--- config.mk ---
export PLATFORM = sky130hd
export DESIGN_NAME = ddr_local_rd_arbiter_flat
export DESIGN_NICKNAME = d
export VERILOG_FILES = /design/src/rtl/ddr_arb_pkg.sv /design/src/rtl/ddr_local_rd_arbiter_if.sv /design/src/rtl/rr_arbiter_comb.sv /design/src/rtl/ddr_local_rd_arbiter.sv /design/src/flat_wrapper.sv
export SDC_FILE = /design/constraint.sdc
export NUM_CORES = 1
export LEC_CHECK = 0
export CELL_PAD_IN_SITES_DETAIL_PLACEMENT = 1
export CELL_PAD_IN_SITES_GLOBAL_PLACEMENT = 2
export CORE_ASPECT_RATIO = 0.7
export CORE_MARGIN = 1.5
export CORE_UTILIZATION = 22
export DETAILED_ROUTE_END_ITERATION = 10
export PLACE_DENSITY_LB_ADDON = 0.1
export SYNTH_ARGS = -nofsm -noshare
export SYNTH_HDL_FRONTEND = slang
export SYNTH_SLANG_ARGS = --single-unit
--- constraint.sdc ---
create_clock -name i_clk -period 3.8 [get_ports i_clk]
set_clock_uncertainty 0.15 [all_clocks]
set_input_delay 0.57 -clock i_clk [delete_from_list [all_inputs] [get_ports i_clk]]
set_output_delay 0.57 -clock i_clk [all_outputs]
set_load 0.005 [all_outputs]
--- src/rtl/ddr_arb_pkg.sv ---
// Shared definitions for the DDR local-queue read/write arbiters: FSM encoding,
// beat-to-byte scaling and default watchdog limit.
package ddr_arb_pkg;

  typedef enum logic [1:0] {
    ST_IDLE     = 2'd0,
    ST_ISSUE    = 2'd1,
    ST_WAIT_CPL = 2'd2
  } arb_state_e;

  // One beat is 8 bytes.
  localparam int unsigned BEAT_SHIFT         = 3;
  localparam int unsigned STRB_WIDTH         = 8;
  localparam int unsigned BYTES_WIDTH        = 32;
  localparam int unsigned DEF_TIMEOUT_CYCLES = 4096;

endpackage

--- src/rtl/ddr_local_rd_arbiter_if.sv ---
// Request-side and DDR-command-side signals of the local read arbiter.
// slave = arbiter view, master = requesters + DDR read engine view.
interface ddr_local_rd_arbiter_if
  import ddr_arb_pkg::*;
#(
  parameter int unsigned P_QUEUE_NUM        = 4,
  parameter int unsigned C_M_AXI_ADDR_WIDTH = 32,
  parameter int unsigned P_LEN_WIDTH        = 16
);

  logic [P_QUEUE_NUM-1:0]                    i_req_valid;
  logic [P_QUEUE_NUM*C_M_AXI_ADDR_WIDTH-1:0] i_req_addr;
  logic [P_QUEUE_NUM*P_LEN_WIDTH-1:0]        i_req_len;
  logic [P_QUEUE_NUM*STRB_WIDTH-1:0]         i_req_strb;
  logic [P_QUEUE_NUM-1:0]                    o_req_ready;
  logic [P_QUEUE_NUM-1:0]                    o_req_cpl;

  logic                          o_rd_ddr_valid;
  logic [C_M_AXI_ADDR_WIDTH-1:0] o_rd_ddr_addr;
  logic [P_LEN_WIDTH-1:0]        o_rd_ddr_len;
  logic [STRB_WIDTH-1:0]         o_rd_ddr_strb;
  logic                          i_rd_ddr_ready;
  logic                          i_rd_ddr_cpl;

  modport slave (
    input  i_req_valid, i_req_addr, i_req_len, i_req_strb,
    input  i_rd_ddr_ready, i_rd_ddr_cpl,
    output o_req_ready, o_req_cpl,
    output o_rd_ddr_valid, o_rd_ddr_addr, o_rd_ddr_len, o_rd_ddr_strb
  );

  modport master (
    output i_req_valid, i_req_addr, i_req_len, i_req_strb,
    output i_rd_ddr_ready, i_rd_ddr_cpl,
    input  o_req_ready, o_req_cpl,
    input  o_rd_ddr_valid, o_rd_ddr_addr, o_rd_ddr_len, o_rd_ddr_strb
  );

endinterface

--- src/rtl/rr_arbiter_comb.sv ---
// Combinational round-robin pick: first set request after i_last, wrapping.
// Shared by the read- and write-side DDR arbiters.
module rr_arbiter_comb #(
  parameter  int unsigned P_N = 4,
  localparam int unsigned IW  = $clog2(P_N)
) (
  input  logic [P_N-1:0] i_req,
  input  logic [IW-1:0]  i_last,
  output logic [IW-1:0]  o_grant,
  output logic           o_any_req
);

  logic [IW-1:0] cand;

  // Walk offsets from farthest to nearest so the nearest valid request wins.
  always_comb begin
    o_grant   = i_last;
    o_any_req = 1'b0;
    cand      = '0;
    for (int unsigned i = P_N; i >= 1; i--) begin
      cand = IW'((32'(i_last) + i) % P_N);
      if (i_req[cand]) begin
        o_grant   = cand;
        o_any_req = 1'b1;
      end
    end
  end

endmodule

--- src/rtl/ddr_local_rd_arbiter.sv ---
// Shares one DDR read-command channel among P_QUEUE_NUM local queues, one read
// outstanding at a time. Optional completion watchdog under `DDR_RD_TIMEOUT_EN.
module ddr_local_rd_arbiter
  import ddr_arb_pkg::*;
#(
  parameter int unsigned P_QUEUE_NUM        = 4,
  parameter int unsigned C_M_AXI_ADDR_WIDTH = 32,
  parameter int unsigned P_LEN_WIDTH        = 16,
  parameter int unsigned P_TIMEOUT_CYCLES   = DEF_TIMEOUT_CYCLES
) (
  input  logic                           i_clk,
  input  logic                           i_rst_n,
  ddr_local_rd_arbiter_if.slave          bus,
  output logic [$clog2(P_QUEUE_NUM)-1:0] o_cur_grant,
  output logic                           o_busy,
  output logic [BYTES_WIDTH-1:0]         o_rd_bytes
`ifdef DDR_RD_TIMEOUT_EN
  ,
  output logic                           o_timeout_err
`endif
);

  localparam int unsigned QN = P_QUEUE_NUM;
  localparam int unsigned IW = $clog2(P_QUEUE_NUM);
  localparam int unsigned AW = C_M_AXI_ADDR_WIDTH;
  localparam int unsigned LW = P_LEN_WIDTH;

  if (P_QUEUE_NUM < 2 || P_QUEUE_NUM > 16 || P_TIMEOUT_CYCLES == 0) begin : g_bad_cfg
    $error("ddr_local_rd_arbiter: unsupported parameter set");
  end

  arb_state_e              state_q, state_d;
  logic [IW-1:0]           ptr_q, ptr_d;
  logic [IW-1:0]           grant_q, grant_d;
  logic [AW-1:0]           addr_q, addr_d;
  logic [LW-1:0]           len_q, len_d;
  logic [STRB_WIDTH-1:0]   strb_q, strb_d;
  logic [QN-1:0]           ready_q, ready_d;
  logic [QN-1:0]           cpl_q, cpl_d;
  logic                    valid_q, valid_d;
  logic                    busy_q, busy_d;
  logic [BYTES_WIDTH-1:0]  bytes_q, bytes_d;
`ifdef DDR_RD_TIMEOUT_EN
  logic [31:0]             wdog_q, wdog_d;
  logic                    tmo_q, tmo_d;
`endif

  logic [IW-1:0] win_c;
  logic          any_c;
  logic [LW-1:0] win_len_c;

  function automatic logic [QN-1:0] onehot(input logic [IW-1:0] idx);
    onehot      = '0;
    onehot[idx] = 1'b1;
  endfunction

  // A zero-length grant returns to IDLE while its requester still sees ready;
  // masking that queue for one cycle prevents re-granting the stale descriptor.
  rr_arbiter_comb #(.P_N(QN)) u_rr (
    .i_req     (bus.i_req_valid & ~ready_q),
    .i_last    (ptr_q),
    .o_grant   (win_c),
    .o_any_req (any_c)
  );

  assign win_len_c = bus.i_req_len[win_c*LW +: LW];

  always_comb begin
    state_d = state_q;
    ptr_d   = ptr_q;
    grant_d = grant_q;
    addr_d  = addr_q;
    len_d   = len_q;
    strb_d  = strb_q;
    ready_d = '0;
    cpl_d   = '0;
    valid_d = valid_q;
    bytes_d = bytes_q;
`ifdef DDR_RD_TIMEOUT_EN
    wdog_d  = wdog_q;
    tmo_d   = tmo_q;
`endif

    unique case (state_q)
      ST_IDLE: begin
        if (any_c) begin
          grant_d = win_c;
          addr_d  = bus.i_req_addr[win_c*AW +: AW];
          len_d   = win_len_c;
          strb_d  = bus.i_req_strb[win_c*STRB_WIDTH +: STRB_WIDTH];
          ready_d = onehot(win_c);
          if (win_len_c != '0) begin
            valid_d = 1'b1;
            state_d = ST_ISSUE;
          end else begin
            cpl_d = onehot(win_c);
            ptr_d = win_c;
          end
        end
      end

      ST_ISSUE: begin
        if (bus.i_rd_ddr_ready) begin
          valid_d = 1'b0;
          state_d = ST_WAIT_CPL;
`ifdef DDR_RD_TIMEOUT_EN
          wdog_d  = '0;
`endif
        end
      end

      ST_WAIT_CPL: begin
        if (bus.i_rd_ddr_cpl) begin
          cpl_d   = onehot(grant_q);
          bytes_d = bytes_q + (BYTES_WIDTH'(len_q) << BEAT_SHIFT);
          ptr_d   = grant_q;
          state_d = ST_IDLE;
        end
`ifdef DDR_RD_TIMEOUT_EN
        else if (wdog_q == 32'(P_TIMEOUT_CYCLES - 1)) begin
          cpl_d   = onehot(grant_q);
          tmo_d   = 1'b1;
          ptr_d   = grant_q;
          state_d = ST_IDLE;
        end else begin
          wdog_d = wdog_q + 32'd1;
        end
`endif
      end

      default: state_d = ST_IDLE;
    endcase

    busy_d = (state_d != ST_IDLE);
  end

  always_ff @(posedge i_clk or negedge i_rst_n) begin
    if (!i_rst_n) begin
      state_q <= ST_IDLE;
      ptr_q   <= IW'(QN - 1);
      grant_q <= '0;
      addr_q  <= '0;
      len_q   <= '0;
      strb_q  <= '0;
      ready_q <= '0;
      cpl_q   <= '0;
      valid_q <= 1'b0;
      busy_q  <= 1'b0;
      bytes_q <= '0;
`ifdef DDR_RD_TIMEOUT_EN
      wdog_q  <= '0;
      tmo_q   <= 1'b0;
`endif
    end else begin
      state_q <= state_d;
      ptr_q   <= ptr_d;
      grant_q <= grant_d;
      addr_q  <= addr_d;
      len_q   <= len_d;
      strb_q  <= strb_d;
      ready_q <= ready_d;
      cpl_q   <= cpl_d;
      valid_q <= valid_d;
      busy_q  <= busy_d;
      bytes_q <= bytes_d;
`ifdef DDR_RD_TIMEOUT_EN
      wdog_q  <= wdog_d;
      tmo_q   <= tmo_d;
`endif
    end
  end

  assign bus.o_req_ready    = ready_q;
  assign bus.o_req_cpl      = cpl_q;
  assign bus.o_rd_ddr_valid = valid_q;
  assign bus.o_rd_ddr_addr  = addr_q;
  assign bus.o_rd_ddr_len   = len_q;
  assign bus.o_rd_ddr_strb  = strb_q;
  assign o_cur_grant        = grant_q;
  assign o_busy             = busy_q;
  assign o_rd_bytes         = bytes_q;
`ifdef DDR_RD_TIMEOUT_EN
  assign o_timeout_err      = tmo_q;
`endif

endmodule

--- src/flat_wrapper.sv ---
// flat-port wrapper written by rule: the top's interface ports become plain ports
module ddr_local_rd_arbiter_flat import ddr_arb_pkg::*;
#(
  parameter int unsigned P_QUEUE_NUM        = 4,
  parameter int unsigned C_M_AXI_ADDR_WIDTH = 32,
  parameter int unsigned P_LEN_WIDTH        = 16,
  parameter int unsigned P_TIMEOUT_CYCLES   = DEF_TIMEOUT_CYCLES
)
  (i_clk, i_rst_n, o_cur_grant, o_busy, o_rd_bytes, bus_i_req_valid, bus_i_req_addr, bus_i_req_len, bus_i_req_strb, bus_i_rd_ddr_ready, bus_i_rd_ddr_cpl, bus_o_req_ready, bus_o_req_cpl, bus_o_rd_ddr_valid, bus_o_rd_ddr_addr, bus_o_rd_ddr_len, bus_o_rd_ddr_strb);
  ddr_local_rd_arbiter_if #(.P_QUEUE_NUM(P_QUEUE_NUM), .C_M_AXI_ADDR_WIDTH(C_M_AXI_ADDR_WIDTH), .P_LEN_WIDTH(P_LEN_WIDTH)) bus_i ();
  input  logic i_clk;
  input  logic i_rst_n;
  output logic [$clog2(P_QUEUE_NUM)-1:0] o_cur_grant;
  output logic o_busy;
  output logic [BYTES_WIDTH-1:0] o_rd_bytes;
  input wire logic [$bits(bus_i.i_req_valid)-1:0] bus_i_req_valid;
  input wire logic [$bits(bus_i.i_req_addr)-1:0] bus_i_req_addr;
  input wire logic [$bits(bus_i.i_req_len)-1:0] bus_i_req_len;
  input wire logic [$bits(bus_i.i_req_strb)-1:0] bus_i_req_strb;
  input wire logic [$bits(bus_i.i_rd_ddr_ready)-1:0] bus_i_rd_ddr_ready;
  input wire logic [$bits(bus_i.i_rd_ddr_cpl)-1:0] bus_i_rd_ddr_cpl;
  output wire logic [$bits(bus_i.o_req_ready)-1:0] bus_o_req_ready;
  output wire logic [$bits(bus_i.o_req_cpl)-1:0] bus_o_req_cpl;
  output wire logic [$bits(bus_i.o_rd_ddr_valid)-1:0] bus_o_rd_ddr_valid;
  output wire logic [$bits(bus_i.o_rd_ddr_addr)-1:0] bus_o_rd_ddr_addr;
  output wire logic [$bits(bus_i.o_rd_ddr_len)-1:0] bus_o_rd_ddr_len;
  output wire logic [$bits(bus_i.o_rd_ddr_strb)-1:0] bus_o_rd_ddr_strb;
  assign bus_i.i_req_valid = bus_i_req_valid;
  assign bus_i.i_req_addr = bus_i_req_addr;
  assign bus_i.i_req_len = bus_i_req_len;
  assign bus_i.i_req_strb = bus_i_req_strb;
  assign bus_i.i_rd_ddr_ready = bus_i_rd_ddr_ready;
  assign bus_i.i_rd_ddr_cpl = bus_i_rd_ddr_cpl;
  assign bus_o_req_ready = bus_i.o_req_ready;
  assign bus_o_req_cpl = bus_i.o_req_cpl;
  assign bus_o_rd_ddr_valid = bus_i.o_rd_ddr_valid;
  assign bus_o_rd_ddr_addr = bus_i.o_rd_ddr_addr;
  assign bus_o_rd_ddr_len = bus_i.o_rd_ddr_len;
  assign bus_o_rd_ddr_strb = bus_i.o_rd_ddr_strb;
  ddr_local_rd_arbiter #(.P_QUEUE_NUM(P_QUEUE_NUM), .C_M_AXI_ADDR_WIDTH(C_M_AXI_ADDR_WIDTH), .P_LEN_WIDTH(P_LEN_WIDTH), .P_TIMEOUT_CYCLES(P_TIMEOUT_CYCLES)) u_core (.i_clk(i_clk), .i_rst_n(i_rst_n), .bus(bus_i), .o_cur_grant(o_cur_grant), .o_busy(o_busy), .o_rd_bytes(o_rd_bytes));
endmodule
==> impl_metrics.tcl <==
set metrics [dict create \
    sw_frac_of_total_pct 43.1 \
    drcViolationCount 14 \
    start_kind "input port" \
    peakVddDrop_mv 0.533 \
    fp.dieH_um 146 \
    syn_area_um2 6440 \
    syn_area_per_cell_um2 9.27 \
    drtAntennaViolNets 0 \
    nets 1259 \
    fp.dieArea_um2 30300 \
    grt_overflow 0 \
    worstSkewPairLatency_ns 0.37 \
    cts_setup_buffers 0 \
    status "finished, violations left" \
    grt_pass1_wl_um 40200 \
    place_ws_ns 0.0888 \
    tightest_slew_ns 0.806 \
    final_max_slew_viol_count 0 \
    grt_usage_pct 17.3 \
    mostFrequentLayoutCells "clkdlybuf4s50_1, dfrtp_1, nand2_1" \
    path_cells "clkdlybuf4s50_1, nand2b_1, nand2_1, nor2_1, a211o_1, buf_4, mux2_2, nor4_2, nand4_2, o21ai_2, mux2_1" \
    gp_congestion 0.775 \
    max_freq_mhz 299 \
    grt_pass1_vias 6768 \
    crit_fanout 20 \
    yosysWarnings 0 \
    core.rowCount 52 \
    io_buffers 328 \
    critPathCaptureType "flop" \
    synth_async_sr_flop_share_pct 100 \
    crit_type "input port to flop" \
    post-route-min-period_ns 3.35 \
    slowest_stage "clkdlybuf4s50_1" \
    netlist-cell-type-count 51 \
    p_switching_uw 3520 \
    setup_viol 0 \
    max_stage_delay_ns 0.40 \
    setup_tns_ns 0 \
    root_buffer "clkbuf_16" \
    clockPowerShare_pct 11.7 \
    powerDensity_nw_per_um2 777 \
    dp_hpwl_um 20400 \
    syn-instance-count 695 \
    io_pins 332 \
    ys_seq_area_share_pct 39.3 \
    failed_checks "DRC" \
    cp.arrival_ns 3.49 \
    cp.required_ns 3.94 \
    hold_viol 0 \
    final_area_um2 10500 \
    drt_pass1_iterations 7 \
    timing.max_cap.violations 0 \
    hold_buffers 1 \
    drt-total-wl_um 25800 \
    core-area_um2 28800 \
    ys_ff_latch 101 \
    wl_per_cell_um 18.5 \
    pwr-share-comb_pct 64.7 \
    clkSinkCount 101 \
    initial_core_util_pct 22.4 \
    layout-drive-gt1-share_pct 9.46 \
    hold_ws_ns 0.329 \
    via_per_inst 4.44 \
    clk_path_buf_depth 2 \
    power.internal_uw 4650 \
    htree_levels 3 \
    power_leakage_uw 0.00446 \
    hold_class "flop to flop" \
    first_iter_violations 223 \
    ctsResizeCount 0 \
    finalCritPeriodShare_pct 88.1 \
    rsz0062_at_grt "false" \
    relSlewSlack_pct 46.1 \
    via_count 6197 \
    cts_tree "built" \
    synth_edf_count 0 \
    seqPwrFrac_pct 23.6 \
    grt_start_max_net_pins 98 \
    clkTransAtPathRegs_ns 0.08 \
    antenna_found_initial 2 \
    area_growth_syn_to_layout_pct 63.2 \
    dpl_cell_area_um2 10200 \
    cts_buffers 9 \
    setup_ws_ns 0.453 \
    synth_ff_type "dfrtp_1" \
    layout_commonest_cell "clkdlybuf4s50_1" \
    dieWidth_um 208 \
]
[per-layer routing]
metal / vias to the layer above / wire length (um) / global-route usage [%]
li1: 3081 / - / -
met1: 2948 / 11900 / 22.4
met2: 150 / 12200 / 28.9
met3: 18 / 1410 / 4.65
met4: 0 / 354 / 4.04
met5: - / 0 / 0
[kinds of logic after synthesis]
group | synth area share (%)
other cells | 0.0582
xor+xnor | 3.26
buf+inv | 3.75
flops | 39.3
mux | 22.2
simple gates | 14.2
compound gates | 13.9
fa+ha+maj | 3.42
[critical path: cells and delay by family]
kind,cells,cell delay [ns]
buffers and inverters,2,0.69
multiplexers,2,0.74
AO/OA/AOI/OAI,2,0.37
AND/OR/NAND/NOR,5,1.08
[through the flow]
stage / util, % / power (uW) / std cells
after floorplan: - / 5150 / 697
after global placement: 35.4 / 7300 / 1376
after detailed placement: 35.4 / 7330 / 1376
after CTS: 36.5 / 8340 / 1393
after global routing: 36.5 / 8940 / 1395
final: 36.5 / 8170 / 1395
[path summary, 6_finish.rpt]
kind	start	to	slack, ns	depth (start not counted)
max	bus_i_req_valid[3]	u_core.ptr_q[0]	0.45	11
min	u_core.bus.o_rd_ddr_addr[24]	u_core.bus.o_rd_ddr_addr[24]	0.33	2
max reg2reg	u_core.bus.o_rd_ddr_len[3]	u_core.o_rd_bytes[30]	0.61	10
min reg2reg	u_core.bus.o_rd_ddr_addr[24]	u_core.bus.o_rd_ddr_addr[24]	0.33	2
max in group asynchronous	i_rst_n	u_core.o_rd_bytes[22]	2.32	3
min in group asynchronous	i_rst_n	u_core.bus.o_rd_ddr_addr[23]	0.41	2
[registers in the layout, summed over array words and instances (netlist names)]
name and flops:
u_core.ptr_q 2, u_core.bus.o_rd_ddr_strb 8, u_core.o_cur_grant 2, u_core.bus.o_rd_ddr_valid 1, u_core.bus.o_req_ready 4, u_core.o_rd_bytes 29, u_core.bus.o_rd_ddr_addr 32, u_core.bus.o_req_cpl 4
u_core.bus.o_rd_ddr_len 16, u_core.o_busy 1, u_core.state_q 2
[area by class of cell]
| class | instances | area [um2] |
|---|---|---|
| Fill cell | 3303 | 18300 |
| Clock buffer | 9 | 225 |
| Sequential cell | 101 | 2530 |
| Multi-Input combinational cell | 544 | 3710 |
| Inverter | 8 | 30.0 |
| Tap cell | 378 | 473 |
| Timing Repair Buffer | 346 | 3470 |
| Antenna cell | 2 | 5.00 |
| Clock inverter | 7 | 65.1 |
[synthesized netlist by cell type, types with 10 or more instances]
cell | number | area share (%)
nor2_1 | 59 | 3.4
clkbuf_1 | 25 | 1.5
nand2b_1 | 11 | 1.1
a21oi_1 | 56 | 4.4
mux2i_1 | 83 | 13
nand3_1 | 10 | 0.78
ha_1 | 16 | 3.1
mux2_2 | 52 | 9.1
nand2_1 | 95 | 5.5
dfrtp_1 | 99 | 38
o21ai_0 | 66 | 5.1
xnor2_1 | 19 | 2.6
[power groups by stage]
stage	combinational, uW	sequential, uW	clock (uW)
finish	5280	1930	957
global route	5870	2020	1050
CTS	5380	1950	1000
detailed placement	5360	1960	0
global placement	5340	1960	0
floorplan	3280	1870	0
Note: power is estimated with default switching activity, not from simulation.
